[config.mk]
export PLATFORM = sky130hd
export DESIGN_NAME = laser_point_loader_flat
export DESIGN_NICKNAME = d
export VERILOG_FILES = /design/src/rtl/laser_pkg.sv /design/src/rtl/laser_point_loader_if.sv /design/src/rtl/laser_quad_rank.sv /design/src/rtl/laser_point_loader.sv /design/src/flat_wrapper.sv
export SDC_FILE = /design/constraint.sdc
export NUM_CORES = 1
export LEC_CHECK = 0
export BUFFER_PORTS_ARGS = -buffer_cell sky130_fd_sc_hd__buf_4
export CAP_MARGIN = 0
export CORE_ASPECT_RATIO = 1.1
export CORE_MARGIN = 4
export CORE_UTILIZATION = 38
export DETAILED_ROUTE_END_ITERATION = 8
export PLACE_DENSITY = 0.53
export SLEW_MARGIN = 20
export SYNTH_ARGS = -nofsm -noshare
export SYNTH_HDL_FRONTEND = slang
export SYNTH_SLANG_ARGS = --single-unit
[constraint.sdc]
create_clock -name CLK -period 3.3 [get_ports CLK]
set_clock_uncertainty 0.2 [all_clocks]
set_input_delay 0.33 -clock CLK [delete_from_list [all_inputs] [get_ports CLK]]
set_output_delay 0.33 -clock CLK [all_outputs]
set_load 0.01 [all_outputs]
[src/rtl/laser_pkg.sv]
// Shared definitions for the LASER circle-cover engine: geometry parameters,
// quadrant encoding and the point-loader FSM states.
package laser_pkg;

    localparam int NUM_PTS = 40;
    localparam int COORD_W = 4;
    localparam int CNT_W   = 6;
    localparam int IDX_W   = 6;
    localparam int HALF    = 2 ** (COORD_W - 1);

    typedef enum logic [1:0] {
        Q_LU = 2'd0,
        Q_RU = 2'd1,
        Q_LD = 2'd2,
        Q_RD = 2'd3
    } quad_t;

    typedef enum logic [1:0] {
        S_IDLE  = 2'd0,
        S_LOAD  = 2'd1,
        S_RANK  = 2'd2,
        S_READY = 2'd3
    } state_t;

    // The split at HALF is exactly the coordinate MSB; bit 0 of the code is
    // "right half", bit 1 is "lower half".
    function automatic quad_t quad_of(input logic [COORD_W-1:0] x,
                                      input logic [COORD_W-1:0] y);
        return quad_t'({y[COORD_W-1], x[COORD_W-1]});
    endfunction

endpackage

[src/rtl/laser_point_loader_if.sv]
// Bus between the point loader and its producer/consumer.
// Handshake: start is an IDLE-only request; busy/ready report the FSM phase;
// release_frame in READY hands the frame back and returns the loader to IDLE
// on the next edge (it overrides a simultaneous start). dbg_state mirrors the FSM.
interface laser_point_loader_if import laser_pkg::*; ();

    logic                 start;
    logic [COORD_W-1:0]   X;
    logic [COORD_W-1:0]   Y;
    logic                 release_frame;
    logic                 busy;
    logic                 ready;
    quad_t                max_q;
    quad_t                sec_q;
    logic [CNT_W-1:0]     cnt_lu;
    logic [CNT_W-1:0]     cnt_ru;
    logic [CNT_W-1:0]     cnt_ld;
    logic [CNT_W-1:0]     cnt_rd;
    logic [IDX_W-1:0]     rd_idx_a;
    logic [IDX_W-1:0]     rd_idx_b;
    logic [COORD_W-1:0]   rd_x_a;
    logic [COORD_W-1:0]   rd_y_a;
    logic [COORD_W-1:0]   rd_x_b;
    logic [COORD_W-1:0]   rd_y_b;
    state_t               dbg_state;

    modport master (
        output start, X, Y, release_frame, rd_idx_a, rd_idx_b,
        input  busy, ready, max_q, sec_q, cnt_lu, cnt_ru, cnt_ld, cnt_rd,
        input  rd_x_a, rd_y_a, rd_x_b, rd_y_b, dbg_state
    );

    modport slave (
        input  start, X, Y, release_frame, rd_idx_a, rd_idx_b,
        output busy, ready, max_q, sec_q, cnt_lu, cnt_ru, cnt_ld, cnt_rd,
        output rd_x_a, rd_y_a, rd_x_b, rd_y_b, dbg_state
    );

endinterface

[src/rtl/laser_quad_rank.sv]
// Sequential largest / second-largest tracker over four quadrant counts,
// one count per step. Strict compares make the lower quadrant win a tie.
module laser_quad_rank import laser_pkg::*; (
    input  logic                      CLK,
    input  logic                      RST,
    input  logic                      init,
    input  logic                      step_en,
    input  logic [1:0]                step,
    input  logic [3:0][CNT_W-1:0]     c,
    output quad_t                     max_q,
    output quad_t                     sec_q
);

    logic [CNT_W-1:0] max_v;
    logic [CNT_W-1:0] sec_v;
    logic [CNT_W-1:0] ck;

    assign ck = c[step];

    // Step 0 seeds the tracker with LU; later steps displace max or second.
    always_ff @(posedge CLK or posedge RST) begin
        if (RST) begin
            max_q <= Q_LU;
            sec_q <= Q_RU;
            max_v <= '0;
            sec_v <= '0;
        end else if (init) begin
            max_q <= Q_LU;
            sec_q <= Q_RU;
            max_v <= '0;
            sec_v <= '0;
        end else if (step_en) begin
            if (step == 2'd0) begin
                max_q <= Q_LU;
                max_v <= c[0];
                sec_q <= Q_RU;
                sec_v <= '0;
            end else if (ck > max_v) begin
                sec_q <= max_q;
                sec_v <= max_v;
                max_q <= quad_t'(step);
                max_v <= ck;
            end else if (ck > sec_v) begin
                sec_q <= quad_t'(step);
                sec_v <= ck;
            end
        end
    end

endmodule

[src/rtl/laser_point_loader.sv]
// Captures one frame of NUM_PTS points, bins them into quadrants on the fly,
// ranks the quadrants and then serves the point table on two read ports.
module laser_point_loader import laser_pkg::*; (
    input  logic                  CLK,
    input  logic                  RST,
    laser_point_loader_if.slave   bus
);

    localparam logic [IDX_W-1:0] LAST_IDX = IDX_W'(NUM_PTS - 1);
    localparam logic [IDX_W-1:0] NUM_IDX  = IDX_W'(NUM_PTS);

    state_t                   state;
    state_t                   state_nx;
    logic [IDX_W-1:0]         idx;
    logic [1:0]               rank_k;
    logic [3:0][CNT_W-1:0]    cnt;
    logic [2*COORD_W-1:0]     table_q [NUM_PTS];
    logic                     arm;
    logic                     capture;
    logic [1:0]               q_in;
    logic [2*COORD_W-1:0]     rd_a;
    logic [2*COORD_W-1:0]     rd_b;
    quad_t                    max_q;
    quad_t                    sec_q;

    assign arm     = (state == S_IDLE) && bus.start;
    assign capture = (state == S_LOAD);
    assign q_in    = quad_of(bus.X, bus.Y);

    // State register.
    always_ff @(posedge CLK or posedge RST) begin
        if (RST) state <= S_IDLE;
        else     state <= state_nx;
    end

    // Next-state: release in READY takes priority over any start.
    always_comb begin
        state_nx = state;
        case (state)
            S_IDLE:  if (bus.start)             state_nx = S_LOAD;
            S_LOAD:  if (idx == LAST_IDX)       state_nx = S_RANK;
            S_RANK:  if (rank_k == 2'd3)        state_nx = S_READY;
            S_READY: if (bus.release_frame)     state_nx = S_IDLE;
            default:                            state_nx = S_IDLE;
        endcase
    end

    // Phase outputs decoded from the current state.
    always_comb begin
        bus.busy  = 1'b0;
        bus.ready = 1'b0;
        case (state)
            S_LOAD, S_RANK: bus.busy  = 1'b1;
            S_READY:        bus.ready = 1'b1;
            default:        ;
        endcase
    end

    // Load index and ranking step; both wrap to zero when their phase ends.
    always_ff @(posedge CLK or posedge RST) begin
        if (RST) begin
            idx    <= '0;
            rank_k <= '0;
        end else if (arm) begin
            idx    <= '0;
            rank_k <= '0;
        end else if (capture) begin
            idx <= (idx == LAST_IDX) ? '0 : idx + 1'b1;
        end else if (state == S_RANK) begin
            rank_k <= rank_k + 1'b1;
        end
    end

    // Quadrant counters: cleared when a frame is armed, one bump per captured point.
    always_ff @(posedge CLK or posedge RST) begin
        if (RST) begin
            cnt <= '0;
        end else if (arm) begin
            cnt <= '0;
        end else if (capture) begin
            cnt[q_in] <= cnt[q_in] + 1'b1;
        end
    end

    // Point table write port; contents survive reset and are overwritten per frame.
    always_ff @(posedge CLK) begin
        if (capture) table_q[idx] <= {bus.X, bus.Y};
    end

    // Two independent combinational read ports; out-of-range indices read zero.
    always_comb begin
        rd_a = (bus.rd_idx_a < NUM_IDX) ? table_q[bus.rd_idx_a] : '0;
        rd_b = (bus.rd_idx_b < NUM_IDX) ? table_q[bus.rd_idx_b] : '0;
    end

    laser_quad_rank u_rank (
        .CLK     (CLK),
        .RST     (RST),
        .init    (arm),
        .step_en (state == S_RANK),
        .step    (rank_k),
        .c       (cnt),
        .max_q   (max_q),
        .sec_q   (sec_q)
    );

    assign bus.max_q     = max_q;
    assign bus.sec_q     = sec_q;
    assign bus.cnt_lu    = cnt[0];
    assign bus.cnt_ru    = cnt[1];
    assign bus.cnt_ld    = cnt[2];
    assign bus.cnt_rd    = cnt[3];
    assign bus.rd_x_a    = rd_a[2*COORD_W-1:COORD_W];
    assign bus.rd_y_a    = rd_a[COORD_W-1:0];
    assign bus.rd_x_b    = rd_b[2*COORD_W-1:COORD_W];
    assign bus.rd_y_b    = rd_b[COORD_W-1:0];
    assign bus.dbg_state = state;

endmodule

[src/flat_wrapper.sv]
// flat-port wrapper written by rule: the top's interface ports become plain ports
module laser_point_loader_flat import laser_pkg::*;
  (CLK, RST, bus_start, bus_X, bus_Y, bus_release_frame, bus_rd_idx_a, bus_rd_idx_b, bus_busy, bus_ready, bus_max_q, bus_sec_q, bus_cnt_lu, bus_cnt_ru, bus_cnt_ld, bus_cnt_rd, bus_rd_x_a, bus_rd_y_a, bus_rd_x_b, bus_rd_y_b, bus_dbg_state);
  laser_point_loader_if bus_i ();
  input  logic CLK;
  input  logic RST;
  input wire logic [$bits(bus_i.start)-1:0] bus_start;
  input wire logic [$bits(bus_i.X)-1:0] bus_X;
  input wire logic [$bits(bus_i.Y)-1:0] bus_Y;
  input wire logic [$bits(bus_i.release_frame)-1:0] bus_release_frame;
  input wire logic [$bits(bus_i.rd_idx_a)-1:0] bus_rd_idx_a;
  input wire logic [$bits(bus_i.rd_idx_b)-1:0] bus_rd_idx_b;
  output wire logic [$bits(bus_i.busy)-1:0] bus_busy;
  output wire logic [$bits(bus_i.ready)-1:0] bus_ready;
  output wire logic [$bits(bus_i.max_q)-1:0] bus_max_q;
  output wire logic [$bits(bus_i.sec_q)-1:0] bus_sec_q;
  output wire logic [$bits(bus_i.cnt_lu)-1:0] bus_cnt_lu;
  output wire logic [$bits(bus_i.cnt_ru)-1:0] bus_cnt_ru;
  output wire logic [$bits(bus_i.cnt_ld)-1:0] bus_cnt_ld;
  output wire logic [$bits(bus_i.cnt_rd)-1:0] bus_cnt_rd;
  output wire logic [$bits(bus_i.rd_x_a)-1:0] bus_rd_x_a;
  output wire logic [$bits(bus_i.rd_y_a)-1:0] bus_rd_y_a;
  output wire logic [$bits(bus_i.rd_x_b)-1:0] bus_rd_x_b;
  output wire logic [$bits(bus_i.rd_y_b)-1:0] bus_rd_y_b;
  output wire logic [$bits(bus_i.dbg_state)-1:0] bus_dbg_state;
  assign bus_i.start = bus_start;
  assign bus_i.X = bus_X;
  assign bus_i.Y = bus_Y;
  assign bus_i.release_frame = bus_release_frame;
  assign bus_i.rd_idx_a = bus_rd_idx_a;
  assign bus_i.rd_idx_b = bus_rd_idx_b;
  assign bus_busy = bus_i.busy;
  assign bus_ready = bus_i.ready;
  assign bus_max_q = bus_i.max_q;
  assign bus_sec_q = bus_i.sec_q;
  assign bus_cnt_lu = bus_i.cnt_lu;
  assign bus_cnt_ru = bus_i.cnt_ru;
  assign bus_cnt_ld = bus_i.cnt_ld;
  assign bus_cnt_rd = bus_i.cnt_rd;
  assign bus_rd_x_a = bus_i.rd_x_a;
  assign bus_rd_y_a = bus_i.rd_y_a;
  assign bus_rd_x_b = bus_i.rd_x_b;
  assign bus_rd_y_b = bus_i.rd_y_b;
  assign bus_dbg_state = bus_i.dbg_state;
  laser_point_loader u_core (.CLK(CLK), .RST(RST), .bus(bus_i));
endmodule
## Word-level counts from Yosys, hierarchy flattened

Memory sizes are Yosys's and may differ from the RTL's.
Cells that the tools add are included.

| cells by class | value |
|---|---|
| $add $sub $neg | 3 |
| order comparisons | 7 |
| eq/ne operators | 10 |
| muxes and demuxes | 44 |
| reduce and logical (&&, ||, !) cells | 13 |

Operators by type and width:

| cell | number |
|---|---|
| $mux W6 | 15 |
| $mux W24 | 2 |
| $mux W2 | 16 |
| $bmux W6 S2 | 2 |
| $bwmux W24 | 1 |
| $mux W8 | 2 |
| $add A6 B1 Y6 const B | 2 |
| $demux W6 S2 | 1 |
| $gt A6 B6 Y1 | 2 |
| $lt A6 B6 Y1 const B | 2 |
| $pmux W2 S4 | 1 |
| $eq A2 B2 Y1 const B | 3 |
| $eq A6 B6 Y1 const B | 1 |
| $lt A2 B3 Y1 const B | 2 |
| $ne A2 B2 Y1 const B | 3 |
| $reduce_and A2 Y1 | 3 |
| $logic_not A2 Y1 | 2 |
| $mux W1 | 4 |
| $ne A2 B1 Y1 const B | 2 |
| $reduce_and A4 Y1 | 1 |
| $reduce_bool A2 Y1 | 2 |
| $reduce_bool A4 Y1 | 1 |
| $reduce_bool A3 Y1 | 1 |
| $add A2 B1 Y2 const B | 1 |
| 4 further kinds | 5 |

| storage, ports and cells | value |
|---|---|
| register bits after elaboration | 50 |
| RAM bits | 320 |
| word-level logic and storage cells | 89 |
| memories | 1 |

Memory list:

| memory | depth | width | rd ports | clocked after memory_dff | write ports | line | RTL |
|---|---|---|---|---|---|---|---|
| u_core.table_q | 40 | 8 | 2 | 0 | 1 | laser_point_loader.sv:17 | `logic [2*COORD_W-1:0] table_q [NUM_PTS];` |

## Logic depth before layout (Yosys ltp)

Gate-level depths: netlist of run 1.

| logic depth | value |
|---|---|
| depth after elaboration | 8 |
| depth in mapped cells | 11 |
| depth with buffers taken out | 9 |

## Cells and area by module

Synthesis of run 1 repeated with hierarchy kept, for this count alone.

| unflattened totals | value |
|---|---|
| cells, all modules | 1,218 |
| area, all modules | 18,511.5 um^2 |

Modules (own cells, without submodules):

| module | times used | cells an instance | area an instance (um^2) | seq. area each (um^2) |
|---|---|---|---|---|
| laser_point_loader | 1 | 1,094 | 17,160.2 | 10,460.0 |
| laser_quad_rank | 1 | 124 | 1,351.3 | 401.6 |

## Least setup slack after synthesis of run 1

No wires, ideal clock.

| path | value |
|---|---|
| path kind | flip-flop to flip-flop |
| start | register u_core.rank_k[0] |
| end | register u_core.u_rank.sec_q[0] |
| arrival time | 2,670 ps |
| slack | 328 ps |
| stages on the path, launching flop included | 10 |
| clock period less this slack | 2,972 ps |
| path through | dfrtp_1 -> buf_2 -> mux4_2 -> ha_1 -> nor2b_1 -> o21ai_1 -> a21oi_1 -> o41ai_4 -> mux2i_1 -> o2111ai_1 |

| on the way | value |
|---|---|
| longest elaborated chain between the ends | 7 |

RTL lines:

| item | line | RTL |
|---|---|---|
| from (decl) | laser_point_loader.sv:15 | `logic [1:0] rank_k;` |
| from (signal assigned) | laser_point_loader.sv:70 | `rank_k <= rank_k + 1'b1;` |
| $bmux W6 S2 | laser_quad_rank.sv:18 | `assign ck = c[step];` |
| $mux W6 (not written as such) | laser_quad_rank.sv:18 |  |
| $gt A6 B6 Y1 | laser_quad_rank.sv:38 | `end else if (ck > max_v) begin` |
| $mux W2 | laser_quad_rank.sv:38 |  |
| $mux W2 | laser_quad_rank.sv:33 | `if (step == 2'd0) begin` |
| $mux W2 | laser_quad_rank.sv:32 | `end else if (step_en) begin` |
| $mux W2 | laser_quad_rank.sv:27 | `end else if (init) begin` |
| to (signal assigned) | laser_quad_rank.sv:39 | `sec_q <= max_q;` |
| to (signal assigned) | laser_quad_rank.sv:44 | `sec_q <= quad_t'(step);` |
| to (decl) | laser_quad_rank.sv:11 | `output quad_t sec_q` |

Parallel ways exist; a longest one is shown, timed or not. The select of a mux whose other input is x is not followed.
A chain may end at the register's enable or synchronous reset.

## Worst setup path after layout of run 1

Same ends and word-level chain as after synthesis.

==> summary.md, run 1 <==
| Metric | Value |
|---|---|
| Clock sink count | 370 |
| All-Layer GR Usage | 19.4% |
| Critical path fanouts, max | 10 |
| Synth warn | 0 |
| Syn_nets | 1,132 |
| # setup viols final | 0 |
| Final nets | 1,256 |
| Die Span Y | 237 um |
| I/O Buffers | 71 |
| Fmax | 321 MHz |
| Ant diodes | 0 |
| Commonest non-fill, non-tap cell in the layout | edfxtp_1 |
| Share of layout cells above drive strength 1 | 31.3% |
| Hold Path Class | input port to flop |
| Leading post-synthesis cells by cell area | edfxtp_1 (53%), mux4_2 (21%), dfrtp_1 (6.7%) |
| Status | complete, no violations |
| Worst path slowest cell | o41ai_4 |
| H-Tree Depth | 2 |
| DIE AREA | 51,400 um^2 |
| Total grt overflow | 0 |
| Initial antenna violation count | 2 |
| Std-Cell Rows | 83 |
| # DRC | 0 |
| First-pass GRT wire length | 74,100 um |
| Power consumption | 13,400 uW |
| Area grow syn2layout | 16.7% |
| Max Cap Viol | 0 |
| Most frequent cells in the layout | edfxtp_1 (320), mux4_2 (166), buf_4 (141) |
| GPL Wtd Cong | 0.873 |
| ANT nets after route | 0 |
| Crit path cell chain | buf_4, mux4_2, ha_1, o21ai_1, a21oi_1, o41ai_4, mux2i_1, o2111ai_1 |
| DR vias | 10,700 |
| Setup_tns | 0 ps |
| Mean routed wirelength per cell | 26.9 um |
| Final period util | 94.3% |
| Core ar. | 46,900 um^2 |
| Post-synth top area share | 52.9% |
| Ports | 72 |
| DRT iter0 DRCs | 897 |
| Arrival time worst endpoint | 3340 ps |
| Worst-case clock buffer depth | 3 |
| Final number of hold-violating endpoints | 0 |
| Endpoint class of the critical path | flop |
| Largest net degree at the start of global routing | 52 |
| Pre-Repair DR Iteration Count | 5 |
| Die width | 217 um |
| Post-Syn Area per Cell | 16.7 um^2 |
| Yosys reg bits | 370 |
| Hold_buf cts | 2 |
| Crit Path Category | flop to flop |
| Root Driver | clkbuf_16 |
| Post-CTS resize count | 0 |
| Synth Cell Area | 18,200 um^2 |
| Number of global-route vias before repair | 11,300 |
| Power Dens Cells | 632 nW/um^2 |
| Slew @ Worst Pin | 808 ps |
| Final wirelength | 50,300 um |
| Max Slew Vio Count | 0 |
| Commonest register cell after synthesis | edfxtp_1 |
| Static leakage | 0.00726 uW |
| Post-CTS Setup Inserts | 0 |
| Largest stage delay, worst path | 740 ps |
| Worst vdd ir | 0.469 mV |
| Post-Syn Instances | 1,086 |
| Worst Setup Start Kind | flop |
| Critical Path RT | 3530 ps |
| Part of the Yosys area used for sequential elements | 59.8% |
| CTS Buf Count | 41 |
| Cell taking the most area after synthesis | edfxtp_1 |
| Vias per inst | 5.74 |
| HPWL after DPL | 34,900 um |
| Initial core utilization | 38.7% |
| Relative slew margins | 45.9% |
| Post-synth ARST share | 13.5% |
| Worst-path clk slew | 60 ps |
| Crit path time final | 3110 ps |
| CTS tree | built |
| Number of flops mapped to enable cells by yosys | 320 |
| Worst-Skew Late Latency | 540 ps |
| Setup repair after global routing missed its margin | no |
| Post-synth cell types | 54 |
[synth_stat cells (4+ instances only)]
cell type and number:
edfxtp_1 320, mux4_2 166, nor2_1 85, nand2_1 61, mux2i_1 58, dfrtp_1 49
clkbuf_1 33, a211oi_1 29, o21ai_0 29, buf_2 27, ha_1 22, inv_1 21
a21oi_1 19, nor2b_1 16, o2111ai_1 14, o22ai_1 13, nand3_1 10, xnor2_1 10
buf_4 9, a22oi_1 8, nand2b_1 8, mux4_1 7, o221ai_1 6, or3_1 5
buf_6 4, nor3_1 4, o31ai_1 4
[registers in the layout, indices dropped and copies added, names as in the netlist, 6 cells and up]
register / cells
u_core.u_rank.max_v: 6
u_core.idx: 6
u_core.bus.cnt_ld: 6
u_core.u_rank.sec_v: 6
u_core.bus.cnt_lu: 6
u_core.bus.cnt_ru: 6
u_core.table_q: 320
u_core.bus.cnt_rd: 6
[cell type report]
cell class	count	area (um^2)
clock inverter	18	216
inverter	22	82.6
multi-input combinational	619	6850
tap	637	797
fill	4185	25700
clock buffer	51	1080
timing repair buffer	156	1320
sequential	370	10900
[path summary, 6_finish.rpt]
| path | depth (start not counted) | slack (ps) | startpoint | to |
|---|---|---|---|---|
| setup / recovery | 8 | 190 | u_core.rank_k[0]$_DFFE_PP0P_ | u_core.u_rank.sec_q[0]$_DFFE_PP1P_ |
| hold / removal | 1 | 40 | bus_X[0] | u_core.table_q[12][4]$_DFFE_PP_ |
| setup reg to reg | 8 | 190 | u_core.rank_k[0]$_DFFE_PP0P_ | u_core.u_rank.sec_q[0]$_DFFE_PP1P_ |
| hold reg to reg | 2 | 350 | u_core.u_rank.sec_q[0]$_DFFE_PP1P_ | u_core.u_rank.sec_q[0]$_DFFE_PP1P_ |
| max in group asynchronous | 4 | 1870 | RST | u_core.bus.cnt_lu[2]$_DFFE_PP0P_ |
| min in group asynchronous | 3 | 270 | RST | u_core.bus.dbg_state[1]$_DFFE_PP0P_ |
[metal layers]
layer / vias up / GRT usage (%) / wire (um)
met4: 4 / 6.91 / 1670
met3: 80 / 4.26 / 3020
met2: 332 / 32.9 / 25000
met5: - / 0 / 27
met1: 5639 / 24.9 / 20600
li1: 4691 / - / -
[through the flow]
step	setup WS, ps	hold WS [ps]	util (%)	instances	instance area (um^2)
6_report	189	37.1	45.2	1873	21200
5_1_grt	4.87	31.3	45.2	1873	21200
4_1_cts	142	27.4	45.2	1873	21200
3_5_place_dp	196	296	42.4	1802	19900
3_3_place_gp	213	294	42.4	1802	19900
2_1_floorplan	328	229	-	1086	18200
[power breakdown]
part | total (uW) | switching [uW] | internal, uW | leakage, uW
sequential | 5670 | 295 | 5380 | 0.00351
clock | 4520 | 1820 | 2700 | 0.000628
combinational | 3210 | 1790 | 1420 | 0.00313
[kinds of logic (layout without fill, tap and decap cells)]
kind of cell / after synthesis / count (layout) / synth area share [%]
xor gates and xnor gates: 13 / 13 / 0.627
buffers and inverters: 97 / 247 / 2.54
DFF: 370 / 370 / 59.8
adders and majority gates: 22 / 22 / 1.51
and+or+nand+nor: 211 / 211 / 5.34
muxes: 234 / 234 / 25.0
AOI/OAI and AO/OA: 139 / 139 / 5.23
[critical path, delay by kind of cell, from the launching register on]
| family | cells | cell delay [ps] |
|---|---|---|
| DFF | 1 | 400 |
| muxes | 2 | 820 |
| AOI/OAI and AO/OA | 4 | 1050 |
| adders and majority gates | 1 | 310 |
| buffers and inverters | 1 | 220 |
Power figures use the tool's default switching activity.
==> inputs of run 2 (changes only) <==
CELL_PAD_IN_SITES_DETAIL_PLACEMENT = 1   (was unset)
CELL_PAD_IN_SITES_GLOBAL_PLACEMENT = 2   (was unset)
PLACE_DENSITY = 0.68   (was 0.53)
SYNTH_HIERARCHICAL = 1   (was unset)
==> run 2 against run 1 <==
Against the previous run: clock power shrank 3%; largest cell class unchanged; wire length grew 10%; via count grew 8.8%; critical endpoint is now bus_rd_x_b[1]; hold slack lost 4.1 ps; count of clock-buffer cells in the layout grew 1; register-to-register slack lost 50 ps; power shrank 13%; non-clock buffer count grew 12.
==> summary.md, run 2 <==
| Metric | Value |
|---|---|
| Worst Setup Start Kind | flop |
| Most frequent cells in the layout | edfxtp_1 (320), mux2i_1 (186), buf_4 (155) |
| Std-Cell Rows | 84 |
| Largest net degree at the start of global routing | 52 |
| Largest stage delay, worst path | 590 ps |
| Crit path time final | 3230 ps |
| Max Slew Vio Count | 0 |
| ANT nets after route | 0 |
| Cell with the most instances after synthesis | edfxtp_1 |
| Static leakage | 0.00776 uW |
| Arrival time worst endpoint | 2700 ps |
| Worst-case clock buffer depth | 3 |
| Synth warn | 6 |
| Setup repair after global routing missed its margin | no |
| Post-synth top area share | 51.9% |
| Dpl ws | 63.2 ps |
| Reg2reg setup slack | 140 ps |
| Number of global-route vias before repair | 12,400 |
| Worst path slowest cell | a2111oi_1 |
| First-pass GRT wire length | 82,200 um |
| Fmax | 309 MHz |
| Critical Path RT | 2770 ps |
| DRT iter0 DRCs | 841 |
| Post-Syn Area per Cell | 15.2 um^2 |
| Cell taking the most area after synthesis | edfxtp_1 |
| Worst-Skew Late Latency | 580 ps |
| DR vias | 11,700 |
| Final period util | 98.0% |
| Final wirelength | 55,500 um |
| Crit path cell chain | nor2b_1, a2111oi_1, buf_4, a221oi_1, a221oi_1, a22oi_1, buf_4 |
| DIE AREA | 52,300 um^2 |
| GPL Wtd Cong | 0.804 |
| # setup viols final | 0 |
| Leading post-synthesis cells by cell area | edfxtp_1 (52%), mux4_2 (11%), mux2i_1 (10%) |
| Die Span Y | 239 um |
| Final nets | 1,391 |
| Max FFs per register | 320 |
| Post-synth ARST share | 13.5% |
| Slew @ Worst Pin | 646 ps |
| Crit Path Category | flop to output port |
| Post-Syn Instances | 1,218 |
| Endpoint class of the critical path | output port |
| Total grt overflow | 0 |
| H-Tree Depth | 2 |
| # DRC | 0 |
| Mean routed wirelength per cell | 27.4 um |
| Worst-path clk slew | 60 ps |
| Pre-Repair DR Iteration Count | 5 |
| Post-CTS Setup Inserts | 0 |
| Fill cells | 4,811 |
| Hold Path Class | input port to flop |
| Critical path fanouts, max | 2 |
| I/O Buffers | 71 |
| Initial antenna violation count | 0 |
| Yosys reg bits | 370 |
| Vias per inst | 5.78 |
| Commonest non-fill, non-tap cell in the layout | edfxtp_1 |
| Post-synth cell types | 65 |
| Synth top cells by count | edfxtp_1 (320), mux2i_1 (186), mux4_2 (92) |
| Area grow syn2layout | 16.3% |
| Power consumption | 11,600 uW |
| Die width | 218 um |
| Crit path max-delay family | compound AO/OA/AOI/OAI gates |
| Initial core utilization | 38.5% |
| Ant diodes | 0 |
| Part of the Yosys area used for sequential elements | 58.7% |
| Final number of hold-violating endpoints | 0 |
| HPWL after DPL | 38,100 um |
| Setup ws final | 67.3 ps |
| Setup_tns | 0 ps |
| Status | complete, no violations |
| Buf/Inv on CP | 2 |
| Ports | 72 |
| Area after DPL | 20,200 um^2 |
| Syn_nets | 1,261 |
| Final instance area | 21,500 um^2 |
| CTS tree | built |
| Max Cap Viol | 0 |
| Relative slew margins | 56.9% |
| Commonest register cell after synthesis | edfxtp_1 |
| Synth Cell Area | 18,500 um^2 |
| Number of flops mapped to enable cells by yosys | 320 |
| Worst vdd ir | 0.431 mV |
| Share of layout cells above drive strength 1 | 24.5% |
| Power Dens Cells | 540 nW/um^2 |
| All-Layer GR Usage | 21.2% |
| Clock sink count | 370 |
| CTS Buf Count | 41 |
| Root Driver | clkbuf_16 |
| Core ar. | 48,000 um^2 |
| Biggest register | u_core/table_q |
==> run 2: cell types whose count changed in the layout (fill, tap and decap cells not counted), moves of 15 or more <==
cell	before	now
mux2i_1	58	186
mux4_2	166	92
a22oi_1	8	45
nor2_1	85	60
nor3_1	4	26
a21oi_1	19	37
nand4_1	2	17
==> run 2: final cells by class <==
cell class	count	area, um^2	area share, %
Multi-Input combinational cell	744	7130	33.1
Clock buffer	52	1080	5.00
Sequential cell	370	10900	50.5
Inverter	23	86.3	0.401
Clock inverter	20	184	0.854
Tap cell	645	807	3.75
Timing Repair Buffer	168	1390	6.43
==> run 2: path summary, 6_finish.rpt <==
path,cells past startpoint,from,to
max reg2reg,7,u_core/rank_k[0]$_DFFE_PP0P_,u_core/u_rank/sec_v[4]$_DFFE_PP0P_
max in group asynchronous,4,RST,u_core/rank_k[0]$_DFFE_PP0P_
min in group asynchronous,3,RST,u_core/u_rank/sec_v[5]$_DFFE_PP0P_
min reg2reg,1,u_core/u_rank/sec_v[1]$_DFFE_PP0P_,u_core/u_rank/sec_v[1]$_DFFE_PP0P_
min,1,bus_X[1],u_core/table_q[13][5]$_DFFE_PP_
max,7,u_core/table_q[16][5]$_DFFE_PP_,bus_rd_x_b[1]
==> run 2: worst reg2reg max path, delay by kind of cell (launching register included) <==
kind | cells | cell delay, ps
compound gates | 4 | 1000
simple gates | 1 | 260
mux | 1 | 700
fa+ha+maj | 1 | 370
flops | 1 | 490
==> run 2: logic make-up after synthesis <==
logic type                 after synthesis  share of synthesized area (%)
buffers and inverters                  104                           2.89
AOI/OAI and AO/OA                      177                           7.07
and+or+nand+nor                        242                           6.58
adders and majority gates               19                           1.28
muxes                                  293                           22.9
DFF                                    370                           58.7
xor gates and xnor gates                13                          0.615
==> run 2: per-stage QoR <==
stage	hold WS, ps	cells	util (%)
global placement	246	1947	42.1
finish	33.0	2022	44.8
global route	30.2	2022	44.8
CTS	1.20	2022	44.8
floorplan	43.0	1218	-
detailed placement	262	1947	42.1
==> run 2: where the power goes <==
part	switching, uW	internal [uW]	total, uW
registers	186	5230	5420
logic	990	821	1810
clock network	1920	2480	4400
==> run 2: routing by layer <==
metal | vias to the layer above | share of wire (%) | global-route usage (%)
met2 | 296 | 49 | 35.3
met5 | - | 0 | 0
met3 | 72 | 4.4 | 2.83
met1 | 6144 | 44 | 29.3
met4 | 0 | 2.5 | 6.44
li1 | 5179 | - | -
==> run 2: repair_timing <==
| item | 4_1_cts | 5_1_grt |
|---|---|---|
| gates resized for setup | 1 | 2 |
| setup endpoints to repair | 1 | 9 |
| hold buffers | 3 | 0 |
| pin swaps | 0 | 1 |
| hold endpoints to repair | 58 | 0 |
